==> config.mk <==
export PLATFORM = sky130hd
export DESIGN_NAME = alu_op_sequencer_flat
export DESIGN_NICKNAME = d
export VERILOG_FILES = /design/src/rtl/alu_pkg.sv /design/src/rtl/alu_op_sequencer_if.sv /design/src/rtl/alu_op_decode.sv /design/src/rtl/alu_op_sequencer.sv /design/src/flat_wrapper.sv
export SDC_FILE = /design/constraint.sdc
export NUM_CORES = 1
export LEC_CHECK = 0
export BUFFER_PORTS_ARGS = -buffer_cell sky130_fd_sc_hd__buf_2
export CORE_AREA = 2 2 110 112
export DETAILED_ROUTE_END_ITERATION = 10
export DIE_AREA = 0 0 112 114
export PLACE_DENSITY = 0.76
export SYNTH_ARGS = -nofsm -noshare
export SYNTH_HDL_FRONTEND = slang
export SYNTH_SLANG_ARGS = --single-unit
==> constraint.sdc <==
create_clock -name clk -period 5.34 [get_ports clk]
set_clock_uncertainty 0.1 [all_clocks]
set_input_delay 0.801 -clock clk [delete_from_list [all_inputs] [get_ports clk]]
set_output_delay 0.801 -clock clk [all_outputs]
set_load 0.05 [all_outputs]
==> src/rtl/alu_pkg.sv <==
// rtl/alu_pkg.sv - shared types and encodings for the ALU op sequencer
// Purpose: ALU control codes, MIPS-subset opcode/funct encodings, sequencer
//          FSM states and an immediate sign-extension helper.
// Ports:   none (package).
package alu_pkg;

  typedef enum logic [2:0] {
    ALU_AND = 3'b000,
    ALU_OR  = 3'b001,
    ALU_ADD = 3'b010,
    ALU_SUB = 3'b011,
    ALU_SLT = 3'b100,
    ALU_SLL = 3'b101,
    ALU_SRL = 3'b110
  } alu_ctrl_t;

  localparam logic [5:0] OP_RTYPE = 6'h00;
  localparam logic [5:0] OP_BEQ   = 6'h04;
  localparam logic [5:0] OP_BNE   = 6'h05;
  localparam logic [5:0] OP_ADDI  = 6'h08;
  localparam logic [5:0] OP_SLTI  = 6'h0A;
  localparam logic [5:0] OP_ANDI  = 6'h0C;
  localparam logic [5:0] OP_ORI   = 6'h0D;
  localparam logic [5:0] OP_LW    = 6'h23;
  localparam logic [5:0] OP_SW    = 6'h2B;

  localparam logic [5:0] FN_SLL = 6'h00;
  localparam logic [5:0] FN_SRL = 6'h02;
  localparam logic [5:0] FN_ADD = 6'h20;
  localparam logic [5:0] FN_SUB = 6'h22;
  localparam logic [5:0] FN_AND = 6'h24;
  localparam logic [5:0] FN_OR  = 6'h25;
  localparam logic [5:0] FN_SLT = 6'h2A;

  typedef enum logic [1:0] {
    IDLE = 2'd0,
    EXEC = 2'd1,
    RESP = 2'd2
  } seq_state_t;

  function automatic logic [31:0] sext16(input logic [15:0] v);
    return {{16{v[15]}}, v};
  endfunction

endpackage

==> src/rtl/alu_op_sequencer_if.sv <==
// rtl/alu_op_sequencer_if.sv - request, ALU and result signals of the sequencer
// Purpose: bundles the instruction request handshake, the ALU operand/result
//          wires and the result handshake.
// Ports:   master = sequencer side (drives in_ready, alu_in1/2, alu_ctrl, res_*),
//          slave  = environment side (drives in_valid, instr, rs/rt_val,
//                   alu_out, alu_zero, res_ready).
interface alu_op_sequencer_if;
  logic        in_valid;
  logic        in_ready;
  logic [31:0] instr;
  logic [31:0] rs_val;
  logic [31:0] rt_val;
  logic [31:0] alu_in1;
  logic [31:0] alu_in2;
  logic [2:0]  alu_ctrl;
  logic [31:0] alu_out;
  logic        alu_zero;
  logic        res_valid;
  logic        res_ready;
  logic [31:0] res_data;
  logic        res_is_branch;
  logic        res_taken;
  logic        res_illegal;

  modport master (
    input  in_valid, instr, rs_val, rt_val, alu_out, alu_zero, res_ready,
    output in_ready, alu_in1, alu_in2, alu_ctrl,
           res_valid, res_data, res_is_branch, res_taken, res_illegal
  );

  modport slave (
    output in_valid, instr, rs_val, rt_val, alu_out, alu_zero, res_ready,
    input  in_ready, alu_in1, alu_in2, alu_ctrl,
           res_valid, res_data, res_is_branch, res_taken, res_illegal
  );
endinterface

==> src/rtl/alu_op_decode.sv <==
// rtl/alu_op_decode.sv - combinational MIPS-subset decoder to ALU operands
// Purpose: maps an instruction plus rs/rt values to ALU operands and control.
// Ports:   instr, rs_val, rt_val in; in1, in2, ctrl, is_branch, is_bne,
//          illegal out.
module alu_op_decode
  import alu_pkg::*;
(
  input  logic [31:0] instr,
  input  logic [31:0] rs_val,
  input  logic [31:0] rt_val,
  output logic [31:0] in1,
  output logic [31:0] in2,
  output alu_ctrl_t   ctrl,
  output logic        is_branch,
  output logic        is_bne,
  output logic        illegal
);

  logic [5:0]  opcode;
  logic [5:0]  funct;
  logic [4:0]  shamt;
  logic [15:0] imm;

  assign opcode = instr[31:26];
  assign funct  = instr[5:0];
  assign shamt  = instr[10:6];
  assign imm    = instr[15:0];

  // Register specifier fields are resolved upstream; only their values arrive.
  logic unused_fields;
  assign unused_fields = ^instr[25:16];

  always_comb begin
    in1       = rs_val;
    in2       = rt_val;
    ctrl      = ALU_ADD;
    is_branch = 1'b0;
    is_bne    = 1'b0;
    illegal   = 1'b0;
    case (opcode)
      OP_RTYPE: begin
        case (funct)
          FN_AND: ctrl = ALU_AND;
          FN_OR:  ctrl = ALU_OR;
          FN_ADD: ctrl = ALU_ADD;
          FN_SUB: ctrl = ALU_SUB;
          FN_SLT: ctrl = ALU_SLT;
          // Shifts operate on rt; the shift amount rides on operand 2.
          FN_SLL: begin ctrl = ALU_SLL; in1 = rt_val; in2 = {27'd0, shamt}; end
          FN_SRL: begin ctrl = ALU_SRL; in1 = rt_val; in2 = {27'd0, shamt}; end
          default: illegal = 1'b1;
        endcase
      end
      OP_ADDI, OP_LW, OP_SW: begin ctrl = ALU_ADD; in2 = sext16(imm); end
      OP_SLTI: begin ctrl = ALU_SLT; in2 = sext16(imm); end
      OP_ANDI: begin ctrl = ALU_AND; in2 = {16'd0, imm}; end
      OP_ORI:  begin ctrl = ALU_OR;  in2 = {16'd0, imm}; end
      OP_BEQ:  begin ctrl = ALU_SUB; is_branch = 1'b1; end
      OP_BNE:  begin ctrl = ALU_SUB; is_branch = 1'b1; is_bne = 1'b1; end
      default: illegal = 1'b1;
    endcase
  end

endmodule

==> src/rtl/alu_op_sequencer.sv <==
// rtl/alu_op_sequencer.sv - ALU initiator: decode, wait ALU latency, return result
// Purpose: accepts one instruction, drives the ALU for ALU_LATENCY cycles,
//          captures result/zero and presents it over a valid/ready handshake.
// Ports:   clk, reset (async, active high); bus (alu_op_sequencer_if.master);
//          op_count[31:0], illegal_count[15:0] only when ALU_SEQ_PERF_EN is defined.
// Config:  `define ALU_SEQ_PERF_EN adds the handshake/illegal counters.
module alu_op_sequencer
  import alu_pkg::*;
#(
  parameter int unsigned ALU_LATENCY = 1
) (
  input logic                clk,
  input logic                reset,
  alu_op_sequencer_if.master bus
`ifdef ALU_SEQ_PERF_EN
  ,
  output logic [31:0]        op_count,
  output logic [15:0]        illegal_count
`endif
);

  localparam logic [3:0] CNT_LOAD = 4'(ALU_LATENCY - 1);

  seq_state_t  state_q, state_d;
  logic [3:0]  cnt_q, cnt_d;
  logic [31:0] in1_q, in1_d, in2_q, in2_d;
  alu_ctrl_t   ctrl_q, ctrl_d;
  logic        is_bne_q, is_bne_d;
  logic        res_is_branch_q, res_is_branch_d;
  logic [31:0] res_data_q, res_data_d;
  logic        res_taken_q, res_taken_d;
  logic        res_illegal_q, res_illegal_d;

  logic [31:0] dec_in1, dec_in2;
  alu_ctrl_t   dec_ctrl;
  logic        dec_is_branch, dec_is_bne, dec_illegal;

  alu_op_decode u_decode (
    .instr     (bus.instr),
    .rs_val    (bus.rs_val),
    .rt_val    (bus.rt_val),
    .in1       (dec_in1),
    .in2       (dec_in2),
    .ctrl      (dec_ctrl),
    .is_branch (dec_is_branch),
    .is_bne    (dec_is_bne),
    .illegal   (dec_illegal)
  );

  // FSM state register
  always_ff @(posedge clk or posedge reset) begin
    if (reset) state_q <= IDLE;
    else       state_q <= state_d;
  end

  // FSM next state
  always_comb begin
    state_d = state_q;
    case (state_q)
      IDLE: if (bus.in_valid) state_d = dec_illegal ? RESP : EXEC;
      EXEC: if (cnt_q == 4'd0) state_d = RESP;
      RESP: if (bus.res_ready) state_d = IDLE;
      default: state_d = IDLE;
    endcase
  end

  // FSM outputs; in_ready is masked by reset so it reads 0 while reset is held.
  always_comb begin
    bus.in_ready  = (state_q == IDLE) && !reset;
    bus.res_valid = (state_q == RESP);
  end

  // Operand and result datapath
  always_comb begin
    cnt_d           = cnt_q;
    in1_d           = in1_q;
    in2_d           = in2_q;
    ctrl_d          = ctrl_q;
    is_bne_d        = is_bne_q;
    res_is_branch_d = res_is_branch_q;
    res_data_d      = res_data_q;
    res_taken_d     = res_taken_q;
    res_illegal_d   = res_illegal_q;
    case (state_q)
      IDLE: begin
        if (bus.in_valid) begin
          res_illegal_d   = dec_illegal;
          res_is_branch_d = dec_is_branch;
          is_bne_d        = dec_is_bne;
          res_taken_d     = 1'b0;
          if (dec_illegal) begin
            res_data_d = '0;
          end else begin
            // ALU operands only change for ops that actually use the ALU.
            in1_d  = dec_in1;
            in2_d  = dec_in2;
            ctrl_d = dec_ctrl;
            cnt_d  = CNT_LOAD;
          end
        end
      end
      EXEC: begin
        if (cnt_q == 4'd0) begin
          res_data_d  = bus.alu_out;
          res_taken_d = res_is_branch_q & (is_bne_q ? ~bus.alu_zero : bus.alu_zero);
        end else begin
          cnt_d = cnt_q - 4'd1;
        end
      end
      default: ;
    endcase
  end

  always_ff @(posedge clk or posedge reset) begin
    if (reset) begin
      cnt_q           <= '0;
      in1_q           <= '0;
      in2_q           <= '0;
      ctrl_q          <= ALU_AND;
      is_bne_q        <= 1'b0;
      res_is_branch_q <= 1'b0;
      res_data_q      <= '0;
      res_taken_q     <= 1'b0;
      res_illegal_q   <= 1'b0;
    end else begin
      cnt_q           <= cnt_d;
      in1_q           <= in1_d;
      in2_q           <= in2_d;
      ctrl_q          <= ctrl_d;
      is_bne_q        <= is_bne_d;
      res_is_branch_q <= res_is_branch_d;
      res_data_q      <= res_data_d;
      res_taken_q     <= res_taken_d;
      res_illegal_q   <= res_illegal_d;
    end
  end

  assign bus.alu_in1       = in1_q;
  assign bus.alu_in2       = in2_q;
  assign bus.alu_ctrl      = ctrl_q;
  assign bus.res_data      = res_data_q;
  assign bus.res_is_branch = res_is_branch_q;
  assign bus.res_taken     = res_taken_q;
  assign bus.res_illegal   = res_illegal_q;

`ifdef ALU_SEQ_PERF_EN
  logic [31:0] op_count_q, op_count_d;
  logic [15:0] illegal_count_q, illegal_count_d;
  logic        handshake;

  assign handshake = (state_q == RESP) && bus.res_ready;

  always_comb begin
    op_count_d      = op_count_q + {31'd0, handshake};
    illegal_count_d = illegal_count_q + {15'd0, handshake & res_illegal_q};
  end

  always_ff @(posedge clk or posedge reset) begin
    if (reset) begin
      op_count_q      <= '0;
      illegal_count_q <= '0;
    end else begin
      op_count_q      <= op_count_d;
      illegal_count_q <= illegal_count_d;
    end
  end

  assign op_count      = op_count_q;
  assign illegal_count = illegal_count_q;
`endif

endmodule
==> src/flat_wrapper.sv <==
// flat-port wrapper written by rule: the top's interface ports become plain ports
module alu_op_sequencer_flat import alu_pkg::*;
#(
  parameter int unsigned ALU_LATENCY = 1
)
  (clk, reset, bus_in_valid, bus_instr, bus_rs_val, bus_rt_val, bus_alu_out, bus_alu_zero, bus_res_ready, bus_in_ready, bus_alu_in1, bus_alu_in2, bus_alu_ctrl, bus_res_valid, bus_res_data, bus_res_is_branch, bus_res_taken, bus_res_illegal);
  alu_op_sequencer_if bus_i ();
  input logic clk;
  input logic reset;
  input wire logic [$bits(bus_i.in_valid)-1:0] bus_in_valid;
  input wire logic [$bits(bus_i.instr)-1:0] bus_instr;
  input wire logic [$bits(bus_i.rs_val)-1:0] bus_rs_val;
  input wire logic [$bits(bus_i.rt_val)-1:0] bus_rt_val;
  input wire logic [$bits(bus_i.alu_out)-1:0] bus_alu_out;
  input wire logic [$bits(bus_i.alu_zero)-1:0] bus_alu_zero;
  input wire logic [$bits(bus_i.res_ready)-1:0] bus_res_ready;
  output wire logic [$bits(bus_i.in_ready)-1:0] bus_in_ready;
  output wire logic [$bits(bus_i.alu_in1)-1:0] bus_alu_in1;
  output wire logic [$bits(bus_i.alu_in2)-1:0] bus_alu_in2;
  output wire logic [$bits(bus_i.alu_ctrl)-1:0] bus_alu_ctrl;
  output wire logic [$bits(bus_i.res_valid)-1:0] bus_res_valid;
  output wire logic [$bits(bus_i.res_data)-1:0] bus_res_data;
  output wire logic [$bits(bus_i.res_is_branch)-1:0] bus_res_is_branch;
  output wire logic [$bits(bus_i.res_taken)-1:0] bus_res_taken;
  output wire logic [$bits(bus_i.res_illegal)-1:0] bus_res_illegal;
  assign bus_i.in_valid = bus_in_valid;
  assign bus_i.instr = bus_instr;
  assign bus_i.rs_val = bus_rs_val;
  assign bus_i.rt_val = bus_rt_val;
  assign bus_i.alu_out = bus_alu_out;
  assign bus_i.alu_zero = bus_alu_zero;
  assign bus_i.res_ready = bus_res_ready;
  assign bus_in_ready = bus_i.in_ready;
  assign bus_alu_in1 = bus_i.alu_in1;
  assign bus_alu_in2 = bus_i.alu_in2;
  assign bus_alu_ctrl = bus_i.alu_ctrl;
  assign bus_res_valid = bus_i.res_valid;
  assign bus_res_data = bus_i.res_data;
  assign bus_res_is_branch = bus_i.res_is_branch;
  assign bus_res_taken = bus_i.res_taken;
  assign bus_res_illegal = bus_i.res_illegal;
  alu_op_sequencer #(.ALU_LATENCY(ALU_LATENCY)) u_core (.clk(clk), .reset(reset), .bus(bus_i));
endmodule
==> qor.yml, run 1 <==
outcome:
  outcome: "complete, no violations"
floorplanning:
  core_mm2: 0.01171
  rows: 40
  die_area_mm2: 0.01277
  die_w_um: 112
  fp.dieH_um: 114
  io_pins: 237
  initial_core_util: 0.4364
power_and_ir_drop:
  p_leak_uw: 0.003285
  power_density_mw_per_mm2: 562.3
  ir_drop_uv: 375.4
  finalPower_uw: 3710
cts:
  cts_tree: "yes"
  numClockSinks: 109
  post_cts_buffers: 0
  numCtsBuffers: 9
  clk_pin_slew_ps: 70
  hold_buffers: 0
  cts.htree.levels: 3
  cts_buffer_depth: 2
  insertion_delay_ps: 350
  post_cts_resized: 0
  cts-root-buf: "clkbuf_16"
placement:
  hpwl_um: 10410
  io_buffers: 226
  pre_cts_slack_ps: 1897
  dp.cells: 843
  place.gp.congestion: 0.8256
  dpl_cell_area_mm2: 0.006254
route:
  avgRoutedWirePerCell_um: 17.40
  first_pass_iters: 5
  drc: 0
  vias: 4784
  drtIter0Drc: 260
  drtAntennaViolNets: 0
  wirelength_um: 14940
  viasPerCell: 5.569
final_layout:
  fin_cells: 859
  nets: 842
  drive_gt1_frac: 0.3694
  fin_area_mm2: 0.006599
  diodes: 0
  syn_to_final_growth_pct: 29.11
timing:
  worstMarginPinSlew_ps: 1244
  rsz0062_at_grt: "false"
  min_period_ps: 3068
  slew_violations: 0
  slew_headroom: 0.1709
  setup_viol: 0
  hold_viol: 0
  fin_crit_sh: 0.5745
  layout_setup_ws_ps: 2272
  setup_tns_ps: 0
  fmax_mhz: 326.0
global_route:
  globalRouteTotalUtil: 0.2313
  grt_overflow: 0
  antenna_found_initial: 0
  grt_pass1_wl_um: 23560
  first_global_vias: 4602
  grt_max_degree: 70
yosys:
  yosys_warnings: 0
  seq_area_frac_synth: 0.5337
  synth_cells: 512
  synth.largest_area_cell: "dfrtp_1"
  synthFlopType: "dfrtp_1"
  synthMostInstantiatedCell: "dfrtp_1"
  synth_common_cells: "109 x dfrtp_1, 88 x a21oi_1, 75 x nand2_1, 43 x a22o_1, 38 x a31oi_1"
  synth_edf_count: 0
  synth_nets: 647
  synth-seq-cells: 109
  ys_top_cells_by_area: "dfrtp_1 53%, a21oi_1 8.6%, a22o_1 7.4%"
  yosysTopAreaCellShare: 0.5337
  postSynthAreaPerCell_um2: 9.983
  async_reset_ff_frac: 1.000
  synthDistinctLibCells: 49
  synthesis.area_mm2: 0.005111
worst_setup_path:
  cp-start-kind: "primary input"
  cp_data_arrival_time_ps: 3190
  crit_chain: "buf_2 > or4_1 > a31o_1 > a221oi_4 > and2_2 > buf_12 > a31oi_1"
  required_ps: 5460
  slowest_stage: "and2_2"
  end_kind: "flip-flop"
  crit_type: "primary input to flip-flop"
  crit_fanout: 36
  slowest_delay_ps: 700
job:
  maxCapViolCount: 0
hold_path:
  hp-class: "flip-flop to flip-flop"
-- worst max-delay path, delay by kind of cell --
| kind | cells | cell delay (ps) |
|---|---|---|
| and+or+nand+nor | 2 | 1290 |
| AOI/OAI and AO/OA | 3 | 650 |
| buffers and inverters | 2 | 430 |
-- state kept, by name, indices dropped and copies added (netlist names) --
register and cells:
u_core.state_q 2, u_core.bus.res_taken 1, u_core.bus.alu_ctrl 3, u_core.cnt_q 4
u_core.bus.res_data 32, u_core.bus.res_illegal 1, u_core.bus.alu_in2 32, u_core.bus.alu_in1 32
u_core.bus.res_is_branch 1, u_core.is_bne_q 1
-- placed cells by master, fill, tap and decap left out, types with 4 or more instances in the layout --
| cell type | Yosys | layout |
|---|---|---|
| or2_2 | 4 | 4 |
| clkbuf_16 | 0 | 9 |
| o21ai_0 | 9 | 9 |
| buf_4 | 5 | 6 |
| nor2_1 | 12 | 10 |
| nand3_1 | 4 | 4 |
| nor3_1 | 6 | 5 |
| nand2_1 | 75 | 75 |
| nand2b_1 | 5 | 5 |
| a21oi_1 | 88 | 88 |
| a22oi_1 | 4 | 4 |
| inv_1 | 7 | 6 |
| a22o_1 | 43 | 43 |
| mux2_1 | 15 | 15 |
| buf_2 | 7 | 226 |
| a31oi_1 | 38 | 38 |
| dfrtp_1 | 109 | 109 |
-- metal layers --
| metal | track usage | share of wire | wire length (um) |
|---|---|---|---|
| met1 | 0.2930 | 0.41 | 6189 |
| met2 | 0.3947 | 0.49 | 7351 |
| met3 | 0.05579 | 0.080 | 1200 |
| met4 | 0.07398 | 0.014 | 203 |
| met5 | 0 | 0 | 0 |
-- cell families (layout without fill, tap and decap cells) --
logic type,after synthesis,in the layout,share of synthesized area
buffers and inverters,56,256,0.05680
AO/OA/AOI/OAI,198,198,0.2465
multiplexers,18,18,0.03917
AND/OR/NAND/NOR,128,128,0.1173
flip-flops,109,109,0.5337
adder cells (fa/ha/maj),2,2,0.004895
XOR/XNOR,1,1,0.001714
-- metrics by stage --
stage	utilization	hold WS [ps]
after detailed placement	0.5340	373.9
after global placement	0.5340	365.3
after CTS	0.5635	391.2
final	0.5635	386.2
after floorplan	-	364.5
after global routing	0.5635	410.4
-- worst paths after layout --
| kind | start | slack, ps | to | cells after the start |
|---|---|---|---|---|
| max | bus_instr[5] | 2270 | u_core.bus.alu_in1[16] | 7 |
| min reg2reg | u_core.bus.alu_in2[10] | 390 | u_core.bus.alu_in2[10] | 1 |
| max reg2reg | u_core.cnt_q[0] | 2470 | u_core.bus.res_data[18] | 6 |
| min in group asynchronous | reset | 520 | u_core.bus.res_data[1] | 2 |
| min | u_core.bus.alu_in2[10] | 390 | u_core.bus.alu_in2[10] | 1 |
| max in group asynchronous | reset | 3520 | u_core.state_q[1] | 3 |
-- final cells by class --
| class | instances | area, um2 |
|---|---|---|
| inverter | 7 | 28.78 |
| clock inverter | 7 | 120.1 |
| multi-input combinational | 347 | 2117 |
| clock buffer | 9 | 225.2 |
| sequential | 109 | 2728 |
| tap | 147 | 183.9 |
| fill | 1040 | 5112 |
| timing repair buffer | 233 | 1196 |
-- power by group --
group	internal [uW]	leakage [uW]	switching, uW
Combinational	394	0.00177	1310
Sequential	1090	0.00135	152
Clock	461	0.000166	305
No activity file was read; power rests on OpenSTA's default activity.
==> inputs of run 2 (changes only) <==
--- a/config.mk
+++ b/config.mk
@@ -6,10 +6,10 @@
 export NUM_CORES = 1
 export LEC_CHECK = 0
 export BUFFER_PORTS_ARGS = -buffer_cell sky130_fd_sc_hd__buf_2
-export CORE_AREA = 2 2 110 112
+export CORE_AREA = 2 2 114 116
 export DETAILED_ROUTE_END_ITERATION = 10
-export DIE_AREA = 0 0 112 114
-export PLACE_DENSITY = 0.76
+export DIE_AREA = 0 0 116 118
+export PLACE_DENSITY = 0.75
 export SYNTH_ARGS = -nofsm -noshare
 export SYNTH_HDL_FRONTEND = slang
 export SYNTH_SLANG_ARGS = --single-unit
==> constraint.sdc (replaced) <==
create_clock -name clk -period 2.7 [get_ports clk]
set_clock_uncertainty 0.1 [all_clocks]
set_input_delay 0.405 -clock clk [delete_from_list [all_inputs] [get_ports clk]]
set_output_delay 0.405 -clock clk [all_outputs]
set_load 0.05 [all_outputs]
==> run 2 against run 1 <==
Net effect: sequential power increased by 100%; critical path depth is 1 higher; clock-buffer cell count grew 1; highest routed layer unchanged; design area increased by 2.2%.
==> qor.yml, run 2 (synthesis gave the netlist of run 1 again) <==
final_layout:
  final_common_cell: "buf_2"
  ff_latch_area_mm2: 0.002728
  drive_gt1_frac: 0.3819
  mostFrequentLayoutCells: "226 x buf_2, 109 x dfrtp_1, 88 x a21oi_1, 75 x nand2_1, 43 x a22o_1"
  fin_util: 0.5434
  multiInputGateArea_mm2: 0.002117
  syn_to_final_growth_pct: 32.00
  nets: 858
  n_fill_cell: 1132
power_and_ir_drop:
  p_comb_frac: 0.469
  finalPower_uw: 7218
  p_leak_uw: 0.003350
  pwr-share-clk: 0.188
  power_density_mw_per_mm2: 1070
  switching_share: 0.4883
  p_seq_frac: 0.344
  ir_drop_uv: 666.0
  power.internal_uw: 3694
  p_switching_uw: 3525
route:
  avgRoutedWirePerCell_um: 17.36
  first_pass_iters: 5
  drtIter0Drc: 326
  drc: 0
  viasPerCell: 5.456
  vias: 4916
  drtAntennaViolNets: 0
  wirelength_um: 15640
global_route:
  antenna_found_initial: 1
  grt_overflow: 0
  globalRouteTotalUtil: 0.2293
  use_met3: 0.06282
  grt_pass1_wl_um: 24610
  grt-busiest-layer: "met2"
  grtUsageMet1: 0.2831
  gr-usage-met2: 0.3808
  first_global_vias: 4837
  grt_max_degree: 58
cts:
  cts-root-buf: "clkbuf_16"
  cts_buffer_depth: 2
  clk_pin_slew_ps: 70
  post_cts_buffers: 0
  post_cts_resized: 0
  numClockSinks: 109
  cts.htree.levels: 3
  hold_buffers: 0
  insertion_delay_ps: 340
  numCtsBuffers: 9
  cts_tree: "yes"
worst_setup_path:
  end_kind: "flip-flop"
  rr_endpoint: "u_core.bus.res_data[12]"
  r2r_setup_slack_ps: 420
  required_ps: 2830
  crit_fanout: 57
  startpoint: "bus_instr[27]"
  endpoint: "u_core.bus.res_data[12]"
  cp_data_arrival_time_ps: 2510
  cp-start-kind: "primary input"
  rr_startpoint: "u_core.cnt_q[0]"
  crit_type: "primary input to flip-flop"
  r2r.worst_path.cells: 7
timing:
  rsz0062_at_grt: "false"
  setup_viol: 0
  fmax_mhz: 419.6
  slew_headroom: 0.3158
  slew_violations: 0
  worstMarginPinSlew_ps: 1025
  hold_viol: 0
  min_period_ps: 2383
  fin_hold_ws_ps: 29.36
  fin_crit_sh: 0.8827
floorplanning:
  fp.dieH_um: 118
  core_mm2: 0.01241
  rows: 41
  initial_core_util: 0.4117
  die_w_um: 116
  io_pins: 237
  die_area_mm2: 0.01369
placement:
  place.gp.congestion: 0.8660
  io_buffers: 226
  hpwl_um: 11410
hold_path:
  hp-class: "primary input to asynchronous set/reset pin"
outcome:
  outcome: "complete, no violations"
job:
  maxCapViolCount: 0
[run 2: worst min-delay path by stage]
stage | slack, ps | to | startpoint
3_5_place_dp | 370 | u_core.bus.res_taken | u_core.bus.res_taken
5_1_grt | 40 | u_core.bus.res_data[30] | reset
3_3_place_gp | 360 | u_core.bus.res_taken | u_core.bus.res_taken
2_1_floorplan | 360 | u_core.cnt_q[3] | u_core.cnt_q[3]
6_report | 30 | u_core.bus.res_data[30] | reset
4_1_cts | 30 | u_core.bus.res_data[30] | reset
[run 2: per-layer routing]
layer,share of wire,wire length (um)
met1,0.41,6388
met2,0.48,7584
met3,0.083,1303
met4,0.023,363
met5,0,0
[run 2: power groups by stage]
stage | logic (uW) | registers [uW] | clock network, uW
2_1_floorplan | 757 | 4210 | 0
3_3_place_gp | 3350 | 2470 | 0
3_5_place_dp | 3400 | 2500 | 0
4_1_cts | 3400 | 2480 | 1390
5_1_grt | 3570 | 2550 | 1460
6_report | 3380 | 2480 | 1350
[run 2: per-stage QoR]
step                setup WS, ps  std cells  area, um2  TNS [ps]
finish                     316.6        901       6746         0
global route               184.1        901       6746         0
CTS                        327.3        900       6744         0
detailed placement        -41.14        884       6444    -919.3
global placement           46.13        884       6444         0
floorplan                  142.1        512       5115         0
[run 2: final cells by class]
type,instances,share of cell area
antenna,1,0.0003709
clock buffer,10,0.03394
sequential,109,0.4043
tap,172,0.03190
inverter,7,0.004451
multi-input combinational,347,0.3138
timing repair buffer,249,0.2007
clock inverter,6,0.01057
[run 2: worst max-delay path: stages]
cell	delay, ps
buf_2	140
or4_1	630
a211oi_1	380
a221oi_4	130
buf_12	230
a21o_1	220
buf_12	170
a22o_1	200
